**config.mk**
```make
export PLATFORM = sky130hd
export DESIGN_NAME = chk_fifo
export DESIGN_NICKNAME = d
export VERILOG_FILES = /design/src/rtl/out_checker_fifo.sv
export SDC_FILE = /design/constraint.sdc
export NUM_CORES = 1
export LEC_CHECK = 0
export ABC_AREA = 1
export BUFFER_PORTS_ARGS = -buffer_cell sky130_fd_sc_hd__buf_2
export CAP_MARGIN = 20
export CORE_ASPECT_RATIO = 2
export CORE_MARGIN = 2
export CORE_UTILIZATION = 30
export DETAILED_ROUTE_END_ITERATION = 16
export PLACE_DENSITY_LB_ADDON = 0.15
export SLEW_MARGIN = 20
export SYNTH_ARGS = -nofsm -noshare
export SYNTH_HDL_FRONTEND = slang
export SYNTH_SLANG_ARGS = --single-unit
```
**constraint.sdc**
```tcl
create_clock -name clk -period 2.4 [get_ports clk]
set_input_delay 0 -clock clk [delete_from_list [all_inputs] [get_ports clk]]
set_output_delay 0 -clock clk [all_outputs]
set_load 0.01 [all_outputs]
```
**src/rtl/out_checker_fifo.sv**
```systemverilog
// chk_fifo: first-word-fall-through FIFO over registered storage.
// Ports: push/push_data in, pop/pop_data out, full/empty flags, sync clear.
module chk_fifo #(
    parameter int W  = 8,
    parameter int AW = 3
) (
    input  logic         clk,
    input  logic         reset,
    input  logic         clear,
    input  logic         push,
    input  logic [W-1:0] push_data,
    input  logic         pop,
    output logic [W-1:0] pop_data,
    output logic         full,
    output logic         empty
);

    localparam int DEPTH = 1 << AW;

    logic [W-1:0]  mem [DEPTH];
    logic [AW-1:0] wr_ptr;
    logic [AW-1:0] rd_ptr;
    logic [AW:0]   count;
    logic          do_push;
    logic          do_pop;

    assign full     = (count == (AW+1)'(DEPTH));
    assign empty    = (count == '0);
    assign do_pop   = pop && !empty;
    // A pop frees the slot, so a push into a full FIFO is accepted.
    assign do_push  = push && (!full || do_pop);
    assign pop_data = empty ? '0 : mem[rd_ptr];

    always_ff @(posedge clk) begin
        if (do_push) begin
            mem[wr_ptr] <= push_data;
        end
    end

    always_ff @(posedge clk or posedge reset) begin
        if (reset) begin
            wr_ptr <= '0;
            rd_ptr <= '0;
            count  <= '0;
        end else if (clear) begin
            wr_ptr <= '0;
            rd_ptr <= '0;
            count  <= '0;
        end else begin
            if (do_push) begin
                wr_ptr <= wr_ptr + AW'(1);
            end
            if (do_pop) begin
                rd_ptr <= rd_ptr + AW'(1);
            end
            unique case ({do_push, do_pop})
                2'b10:   count <= count + (AW+1)'(1);
                2'b01:   count <= count - (AW+1)'(1);
                default: count <= count;
            endcase
        end
    end

endmodule

```
==> results.md, run 1 <==
* Status: completed
* Latest clock arrival within the worst-skew pair at 0.33 ns
* Non-filler cells, final at 479
* Hold depth at 4
* Hold slack at 0.03138 ns
* Yosys cell types at 25
* RD Place Congestion at 0.6954
* Flop2flop setup slack at 0.45 ns
* Clk buf depth at 2
* Critical path startpoint: count[0]
* Hold Path Class: input port to flip-flop
* Die span in y at 150.2 um
* Lkg Pwr at 1.545 nW
* Psw at 1.434 mW
* Fraction of layout cells with a size suffix above 1 at 18.13%
* Core ar. at 10480 um2
* Number of vias per cell at 4.624
* Row count at 53
* Switching share of power at 33.52%
* Maximum clock rate at 0.5116 GHz
* Iter 0 DRT Violations at 157
* First-pass GRT wire length at 11650 um
* Final min period at 1.955 ns
* CP Launch Type: flip-flop
* CTS tree: built
* Combinational share of power at 30.6%
* WP data arrival at 2.17 ns
* IO Port Bufs at 22
* Cell area after synthesis at 3204 um2
* Setup TNS at 0 ns
* H-tree Lvls at 3
* Seq cells post-synth at 74
* Detail Placement HPWL at 5119 um
* Via Count at 2215
* Clock skew at 0.005064 ns
* Slew Viols, Final at 0
* Top post-synthesis cells by area: edfxtp_1 60%, nor2_1 8.9%, dfrtp_1 7.8%, o21ai_0 6.6%, nand2_1 2.9%
* Final period utilization at 81.44%
* Required @ worst endpoint at 2.62 ns
* Worst r2r dst: count[3]
* Die W at 77.08 um
* Maximum VDD drop at 0.0005613 V
* Pint at 2.844 mW
* Syn_nets at 309
* Synth warn at 0
* Clock power share at 33.2%
* Wire per inst at 15.46 um
* Reg clk slew, reported paths at 0.05 ns
* Global-route usage over all layers at 13.79%
* Initial antenna violation count at 0
* CP endpoint kind: flip-flop
* Initial core utilization at 30.58%
* PD cells at 1082 nW/um2
* Worst relative slew slack at 61.61%
* Reg2reg path depth at 13
* Worst hold start: push
* # nets final at 355
* # IOs at 23
* CTS Buf Count at 9
* CTS sink count at 74
* DR pass1 iterations at 4
* Post-synth top area share at 59.98%
* Synth area leader: edfxtp_1
* Post-Place Cells at 452
* Synthesized area per cell at 11.01 um2
* Die ar. at 11570 um2
* Total Routed Length at 7404 um
* Worst Hold End: wr_ptr[1]
* CTS Root Cell: clkbuf_16
* Post-route antenna net violation count at 0
* Layout area overhead at 23.39%
* Congestion Overflow GR at 0
* Final Hold Fails at 0
* Setup violations, final at 0
* Syn Inst Count at 291
* WS Path Type: flip-flop to flip-flop
* Dpl ws at 0.4500 ns
* FF-to-FF Start: count[0]
* Sequential element share of the synthesized area at 67.79%
* Largest net degree at the start of global routing at 35
* Ant diodes at 0
* Post-CTS Setup Inserts at 0
* Design Power at 4.278 mW
* Vias in the first global route at 2183
* Worst Tran Pin Value at 0.5749 ns
* Final WS setup at 0.4454 ns
* Reg power frac at 36.1%
* CP Max Fanout at 5
* RSZ-0062 raised after global routing: false
* DRC violations left at 0
* Maxcap violations at 0
flip-flops by register name, indices dropped and copies added, names as in the netlist:
register,cells
mem,64
count,4
rd_ptr,3
wr_ptr,3
cell type report:
type,count,area (um2)
sequential,74,2172
timing repair buffer,46,317.8
tap,137,171.4
fill,1085,6524
clock buffer,10,229.0
multi-input combinational,192,920.9
clock inverter,6,90.09
inverter,14,52.55
placed cells by master, fill, tap and decap left out:
master          n
a21oi_1         3
a21oi_2         1
buf_2          22
buf_4          13
bufinv_16       2
clkbuf_1        1
clkbuf_16       9
clkinv_2        1
clkinv_4        1
clkinvlp_4      1
dfrtp_1        10
dlygate4sd3_1  11
edfxtp_1       64
fa_1            1
ha_1            4
inv_1          11
inv_2           3
inv_6           1
nand2_1        25
nand2_2         3
nand2_4         2
nand3_1        12
nand3_2         1
nand3b_1        1
nand4_1         1
nor2_1         76
nor2_2          1
o21ai_0        42
o21ai_1        16
or2_4           1
xor2_1          2
worst max-delay path by stage:
stage / endpoint / depth (start not counted)
5_1_grt: count[3] / 13
4_1_cts: pop_data[3] / 6
3_3_place_gp: count[3] / 13
3_5_place_dp: count[3] / 13
6_report: count[3] / 13
2_1_floorplan: count[3] / 13
metal layers:
layer,global-route usage [%],routed length (um)
met1,14.85,2881
met5,0,0
met3,2.698,202
met2,25.92,4199
met4,5.893,121
worst max-delay path: stages (launching register included):
cell and delay (ns):
dfrtp_1 0.44, nor2_2 0.16, nand2_2 0.06, nand3b_1 0.18, inv_1 0.13, ha_1 0.34, nand3_1 0.12, nand3_1 0.07
nand2_1 0.08, nand2_1 0.05, nand2_1 0.06, nand2_1 0.05, nand2_1 0.05, nand2_1 0.04
cells in the mapped netlist (all sizes together):
cell type / n
dfrtp: 10
nand3b: 1
a21oi: 4
buf: 8
nand4: 1
o21ai: 58
nand2: 30
fa: 1
clkbuf: 3
edfxtp: 64
inv: 14
or2: 1
ha: 4
xor2: 2
nor2: 77
nand3: 13
through the flow:
step	area, um2	util, %
after floorplan	3204	-
after global placement	3525	33.64
after detailed placement	3525	33.64
after CTS	3954	37.74
after global routing	3954	37.74
final	3954	37.74
timing repair:
item / in CTS / in global routing
hold endpoints to repair: 76 / 0
gates resized for setup: 0 / 0
hold buffers: 11 / 0
logic make-up (layout without fill, tap and decap cells):
kind of cell | after synthesis | count (layout) | share of synthesized area [%]
compound gates | 62 | 62 | 9.801
xor+xnor | 2 | 2 | 0.5468
fa+ha+maj | 5 | 5 | 2.187
buf+inv | 25 | 76 | 3.475
flops | 74 | 74 | 67.79
simple gates | 123 | 123 | 16.20
power groups by stage:
stage	clock network (mW)	logic [mW]	registers, mW
CTS	1.45	1.36	1.55
global placement	0	1.33	1.57
global route	1.50	1.51	1.56
floorplan	0	0.876	1.57
finish	1.42	1.31	1.55
detailed placement	0	1.34	1.57
Note: power is estimated with default switching activity, not from simulation.
==> inputs of run 2 (changes only) <==
==> constraint.sdc (replaced) <==
create_clock -name clk -period 1.6 [get_ports clk]
set_input_delay 0 -clock clk [delete_from_list [all_inputs] [get_ports clk]]
set_output_delay 0 -clock clk [all_outputs]
set_load 0.01 [all_outputs]
==> run 2 against run 1 <==
The flow now finishes with violations (setup timing). Combinational power is 110% higher. Critical path depth fell by 5. Clock skew about the same. Sequential cell count stayed put. Cell count is 5.2% higher. Via count up 4.8%. Clock power grew 40%. Core utilization grew 4.0 points. Die area did not move. Non-clock buffer count rose by 25. Register-to-register slack got worse by 0.53 ns. Final area increased by 11%. Critical endpoint is now pop_data[0]. Largest power group is now combinational cells. Highest routed layer unchanged.
==> results.md, run 2 (synthesized netlist as in run 1, its figures left out) <==
* Status: finished with violations
* Failing checks: setup timing
* Reg2reg path depth at 12
* Die ar. at 11570 um2
* Flop2flop setup slack at -0.08 ns
* Clock skew at 0.004856 ns
* Clk buf depth at 2
* Maxcap violations at 0
* Row count at 53
* Dpl ws at -0.2226 ns
* Detail Placement HPWL at 5482 um
* DR pass1 iterations at 5
* CTS sink count at 74
* Wire per inst at 16.11 um
* CP Launch Type: flip-flop
* Maximum VDD drop at 0.0008671 V
* CP Max Fanout at 8
* Global-route usage over all layers at 14.46%
* H-tree Lvls at 3
* CTS Root Cell: clkbuf_16
* Total Routed Length at 8120 um
* Biggest regs: mem x64, count x4
* CP endpoint kind: output port
* Seq. cell area at 2173 um2
* # nets final at 380
* Congestion Overflow GR at 0
* Met2 usage at 27.24%
* CTS Buf Count at 9
* Worst Tran Pin Value at 0.4651 ns
* Core Util, Final at 41.75%
* PD cells at 1632 nW/um2
* RSZ-0062 raised after global routing: true
* Worst r2r dst: count[3]
* Post-route antenna net violation count at 0
* Slew Viols, Final at 0
* Hold depth at 3
* Worst hold start: pop
* RD Place Congestion at 0.7709
* Area occupied by multi-input gates at 1040 um2
* Final min period at 1.714 ns
* Most common library cell in the layout ignoring fill and taps: edfxtp_1
* First-pass GRT wire length at 12210 um
* WP data arrival at 1.71 ns
* Initial antenna violation count at 0
* CTS tree: built
* IO Port Bufs at 22
* Maximum clock rate at 0.5834 GHz
* Final Hold Fails at 0
* Worst Hold End: rd_ptr[1]
* Latest clock arrival within the worst-skew pair at 0.34 ns
* Reg clk slew, reported paths at 0.06 ns
* DRC violations left at 0
* Largest reg by FF count: mem
* Via Count at 2322
* Lkg Pwr at 1.696 nW
* # fillers at 1036
* Hold Path Class: input port to flip-flop
* Initial core utilization at 30.58%
* Global routing met3 resource utilization at 3.537%
* M1 GR Usage at 14.24%
* Iter 0 DRT Violations at 160
* Global route hottest layer: met2
* Largest net degree at the start of global routing at 33
* Final WS setup at -0.1139 ns
* Number of vias per cell at 4.607
* Ant diodes at 0
* Vias in the first global route at 2255
* Setup violations, final at 41
* WS Path Type: flip-flop to output port
* Required @ worst endpoint at 1.60 ns
* # IOs at 23
* Layout area overhead at 36.51%
* Commonest cells after routing, fill and taps aside: 64 x edfxtp_1, 63 x nor2_1, 36 x o21ai_1, 24 x nand2_1, 23 x buf_4
* Fraction of layout cells with a size suffix above 1 at 30.25%
* Die span in y at 150.2 um
* Die W at 77.08 um
* Core ar. at 10480 um2
* Final period utilization at 107.1%
* FF-to-FF Start: count[1]
* Max FFs per register at 64
* Worst relative slew slack at 68.96%
## run 2: changes by cell type in the layout (fill, tap and decap cells not counted), sizes merged
cell | previous run | this run
buf | 35 | 59
clkbuf | 10 | 12
bufinv | 2 | 1
clkinv | 2 | 3
clkinvlp | 1 | 2
dlygate4sd3 | 11 | 10
inv | 15 | 14
## run 2: area by class of cell
class	count	share of cell area, %
inverters	14	1.259
clock inverters	6	1.545
well taps	137	3.919
multi-input cells	192	23.77
flip-flops and latches	74	49.69
repair buffers	71	14.59
clock buffers	10	5.235
## run 2: critical path: stages, from the launching register on
cell and delay, ns:
dfrtp_2 0.50, clkbuf_16 0.21, nor2_1 0.05, nor2_1 0.08, o21ai_1 0.09, o21ai_1 0.11, nor2_1 0.06, nor2_1 0.13
buf_2 0.15
## run 2: per-layer routing
layer / part of all wire, % / wire length, um
met1: 36 / 2960
met5: 0 / 0
met4: 3.3 / 267
met3: 3.0 / 242
met2: 57 / 4649
## run 2: how the worst max path moves through the flow
stage	from	endpoint	slack (ns)	depth (start not counted)
finish	rd_ptr[0]	pop_data[0]	-0.11	8
floorplan	count[3]	mem[0][0]	-0.15	8
global placement	count[3]	count[3]	-0.15	13
global route	count[1]	count[3]	-0.21	13
CTS	rd_ptr[0]	pop_data[1]	-0.11	8
detailed placement	count[3]	count[3]	-0.22	13
## run 2: per-stage QoR
step | area (um2) | setup TNS [ns] | power (mW) | hold slack, ns | std cells
after global placement | 3737 | -2.219 | 4.717 | 0.03362 | 469
after global routing | 4374 | -4.881 | 7.571 | 0.03235 | 504
after detailed placement | 3737 | -2.069 | 4.737 | 0.03739 | 469
final | 4374 | -2.069 | 7.137 | 0.01019 | 504
after floorplan | 3227 | -5.082 | 3.693 | -0.1598 | 291
after CTS | 4227 | -0.9109 | 6.909 | 0.003837 | 497
## run 2: power breakdown
part | internal [mW] | switching, mW
sequential | 2.23 | 0.108
combinational | 1.23 | 1.58
clock | 1.21 | 0.782
total | 4.67 | 2.47
## run 2: timing repair
item	4_1_cts	5_1_grt
endpoints found under the hold margin	76	0
resized for setup	33	26
hold buffers	10	0
gates cloned	0	2
pin swaps	3	12
buffers inserted	2	5
setup endpoints to repair	43	57
==> inputs of run 3 (changes only) <==
==> constraint.sdc (replaced) <==
create_clock -name clk -period 1.6 [get_ports clk]
set_input_delay 0 -clock clk [delete_from_list [all_inputs] [get_ports clk]]
set_output_delay 0 -clock clk [all_outputs]
set_load 0.005 [all_outputs]
==> run 3 against run 2 <==
Sequential share of layout area shrank 2.4 points. Combinational power is 7.1% higher. Sequential cell count did not move. Critical path depth is 4 higher. The run still ends with setup timing left. Count of clock-buffer cells in the layout is 1 higher. Clock skew shrank 0.0013 ns. Register-to-register slack lost 0.05 ns. Die area unchanged.
==> results.md, run 3 (synthesized netlist as in run 1, its figures left out) <==
* Iter 0 DRT Violations at 208
* Pint at 4.931 mW
* Core ar. at 10480 um2
* Reg2reg path depth at 12
* CTS Root Cell: clkbuf_16
* Total Routed Length at 8426 um
* CP bufs+invs at 1
* Seq. cell area at 2175 um2
* Critical path startpoint: count[3]
* Latest clock arrival within the worst-skew pair at 0.33 ns
* Maximum VDD drop at 0.0009564 V
* Layout area overhead at 43.38%
* Final min period at 1.728 ns
* H-tree Lvls at 3
* Slew Viols, Final at 0
* Max FFs per register at 64
* Die W at 77.08 um
* Critical path's slowest cell: dfrtp_1
* # nets final at 386
* Vias in the first global route at 2352
* Congestion Overflow GR at 0
* RD Place Congestion at 0.7871
* Clk buf depth at 2
* Required @ worst endpoint at 1.82 ns
* Initial core utilization at 30.58%
* Biggest regs: mem x64, count x4
* Dpl ws at -0.2271 ns
* CTS sink count at 74
* CP endpoint kind: flip-flop
* CTS Buf Count at 9
* CP Launch Type: flip-flop
* CP max stage delay at 0.40 ns
* Largest net degree at the start of global routing at 29
* Levels on crit path at 12
* Worst r2r dst: count[3]
* Post-route antenna net violation count at 0
* Maximum clock rate at 0.5787 GHz
* # IOs at 23
* Non-filler cells, final at 510
* Post-route cell area at 4594 um2
* Reg power frac at 31.4%
* Lkg Pwr at 1.767 nW
* WS Path Type: flip-flop to flip-flop
* Failing checks: setup timing
* Ant diodes at 0
* RSZ-0062 raised after global routing: true
* Sequence of cells on the critical path: nor2_2, nand2_2, nand3b_1, inv_2, ha_4, nand3_4, nand4_1, nand2_1, nand2_1, nand2_1, nand2_1, nand2_1
* Reg clk slew, reported paths at 0.05 ns
* Psw at 2.491 mW
* Die span in y at 150.2 um
* Via Count at 2412
* Die ar. at 11570 um2
* Combinational share of power at 40.5%
* Largest reg by FF count: mem
* Number of vias per cell at 4.729
* Worst relative slew slack at 69.85%
* Post-Place Cells at 471
* Final period utilization at 108.0%
* Setup crit end: count[3]
* Wire per inst at 16.52 um
* Status: finished with violations
* Switching share of power at 33.56%
* Detail Placement HPWL at 5578 um
* Placed inst area at 3715 um2
* Commonest cells after routing, fill and taps aside: 64 x edfxtp_1, 51 x nor2_1, 27 x o21ai_1, 23 x nand2_1
* WP data arrival at 1.95 ns
* Most common library cell in the layout ignoring fill and taps: edfxtp_1
* DRC violations left at 0
* FF-to-FF Start: count[3]
* Global-route usage over all layers at 14.85%
* Fraction of layout cells with a size suffix above 1 at 37.80%
* IO Port Bufs at 22
* DR pass1 iterations at 4
* Flop2flop setup slack at -0.13 ns
* Setup violations, final at 59
* CTS tree: built
* Clock skew at 0.003598 ns
* PD cells at 1615 nW/um2
* Final Hold Fails at 0
* Delay-heaviest family, CP: simple AND/OR/NAND/NOR gates
* Clock power share at 28.1%
* Row count at 53
* Hold Path Class: input port to flip-flop
* Maxcap violations at 0
* CP Max Fanout at 4
* Design Power at 7.422 mW
* Area occupied by multi-input gates at 1192 um2
* Worst Tran Pin Value at 0.4517 ns
* Initial antenna violation count at 0
* First-pass GRT wire length at 12450 um
* Critical path's most frequent cell: nand2_1
* Hold slack at 0.01389 ns
* # fillers at 1054
* Final WS setup at -0.1281 ns
-- run 3: cell types whose count changed in the layout (fill, tap and decap cells not counted), moves of 3 or more --
cell | before | now
nor2_1 | 63 | 51
o21ai_1 | 36 | 27
buf_6 | 8 | 17
buf_12 | 5 | 2
nor2_2 | 7 | 10
o21ai_2 | 3 | 8
o21ai_4 | 0 | 3
nor2_4 | 7 | 16
-- run 3: worst min-delay path by stage --
| stage | start | to | slack (ns) | cells past startpoint |
|---|---|---|---|---|
| global placement | reset | count[2] | 0.03 | 2 |
| global route | push_data[0] | mem[0][0] | 0.009 | 1 |
| finish | pop | rd_ptr[1] | 0.01 | 3 |
| floorplan | reset | count[0] | -0.16 | 1 |
| CTS | pop | rd_ptr[1] | -0.002 | 3 |
| detailed placement | reset | count[2] | 0.04 | 2 |
-- run 3: what timing repair did --
item                                    CTS  global route
pin swaps                                 3            21
resized for setup                        40            68
hold endpoints to repair                 69             0
cloned                                    0             3
buffers inserted                          6             6
hold buffers                             10             0
endpoints found under the setup margin   43            76
-- run 3: final cells by class --
class | instances | area share, %
clock buffer | 11 | 5.065
clock inverter | 5 | 1.716
inverter | 14 | 1.253
multi-input combinational | 192 | 25.95
sequential | 74 | 47.33
tap | 137 | 3.731
timing repair buffer | 77 | 14.95
-- run 3: power groups by stage --
stage          Combinational, mW  Sequential, mW  Clock (mW)
2_1_floorplan               1.26            2.36           0
3_3_place_gp                2.28            2.33           0
3_5_place_dp                2.29            2.34           0
4_1_cts                     2.51            2.31        2.15
5_1_grt                     3.33            2.34        2.23
6_report                    3.01            2.33        2.09
-- run 3: routing by layer --
| metal | vias up | global-route usage (%) | part of all wire [%] |
|---|---|---|---|
| met4 | 0 | 7.321 | 3.7 |
| met1 | 1194 | 14.24 | 34 |
| li1 | 1157 | - | - |
| met5 | - | 0 | 0 |
| met2 | 41 | 28.64 | 59 |
| met3 | 20 | 3.957 | 2.7 |
-- run 3: through the flow --
| step | utilization (%) | setup TNS [ns] |
|---|---|---|
| 2_1_floorplan | - | -4.570 |
| 3_3_place_gp | 35.46 | -1.360 |
| 3_5_place_dp | 35.46 | -1.762 |
| 4_1_cts | 40.78 | -1.304 |
| 5_1_grt | 43.85 | -8.178 |
| 6_report | 43.85 | -4.055 |
-- run 3: worst register-to-register path: stages (launching register included) --
cell and delay, ns:
dfrtp_1 0.40, nor2_2 0.14, nand2_2 0.07, nand3b_1 0.13, inv_2 0.09, ha_4 0.30, nand3_4 0.08, nand4_1 0.12
nand2_1 0.07, nand2_1 0.06, nand2_1 0.06, nand2_1 0.06, nand2_1 0.05
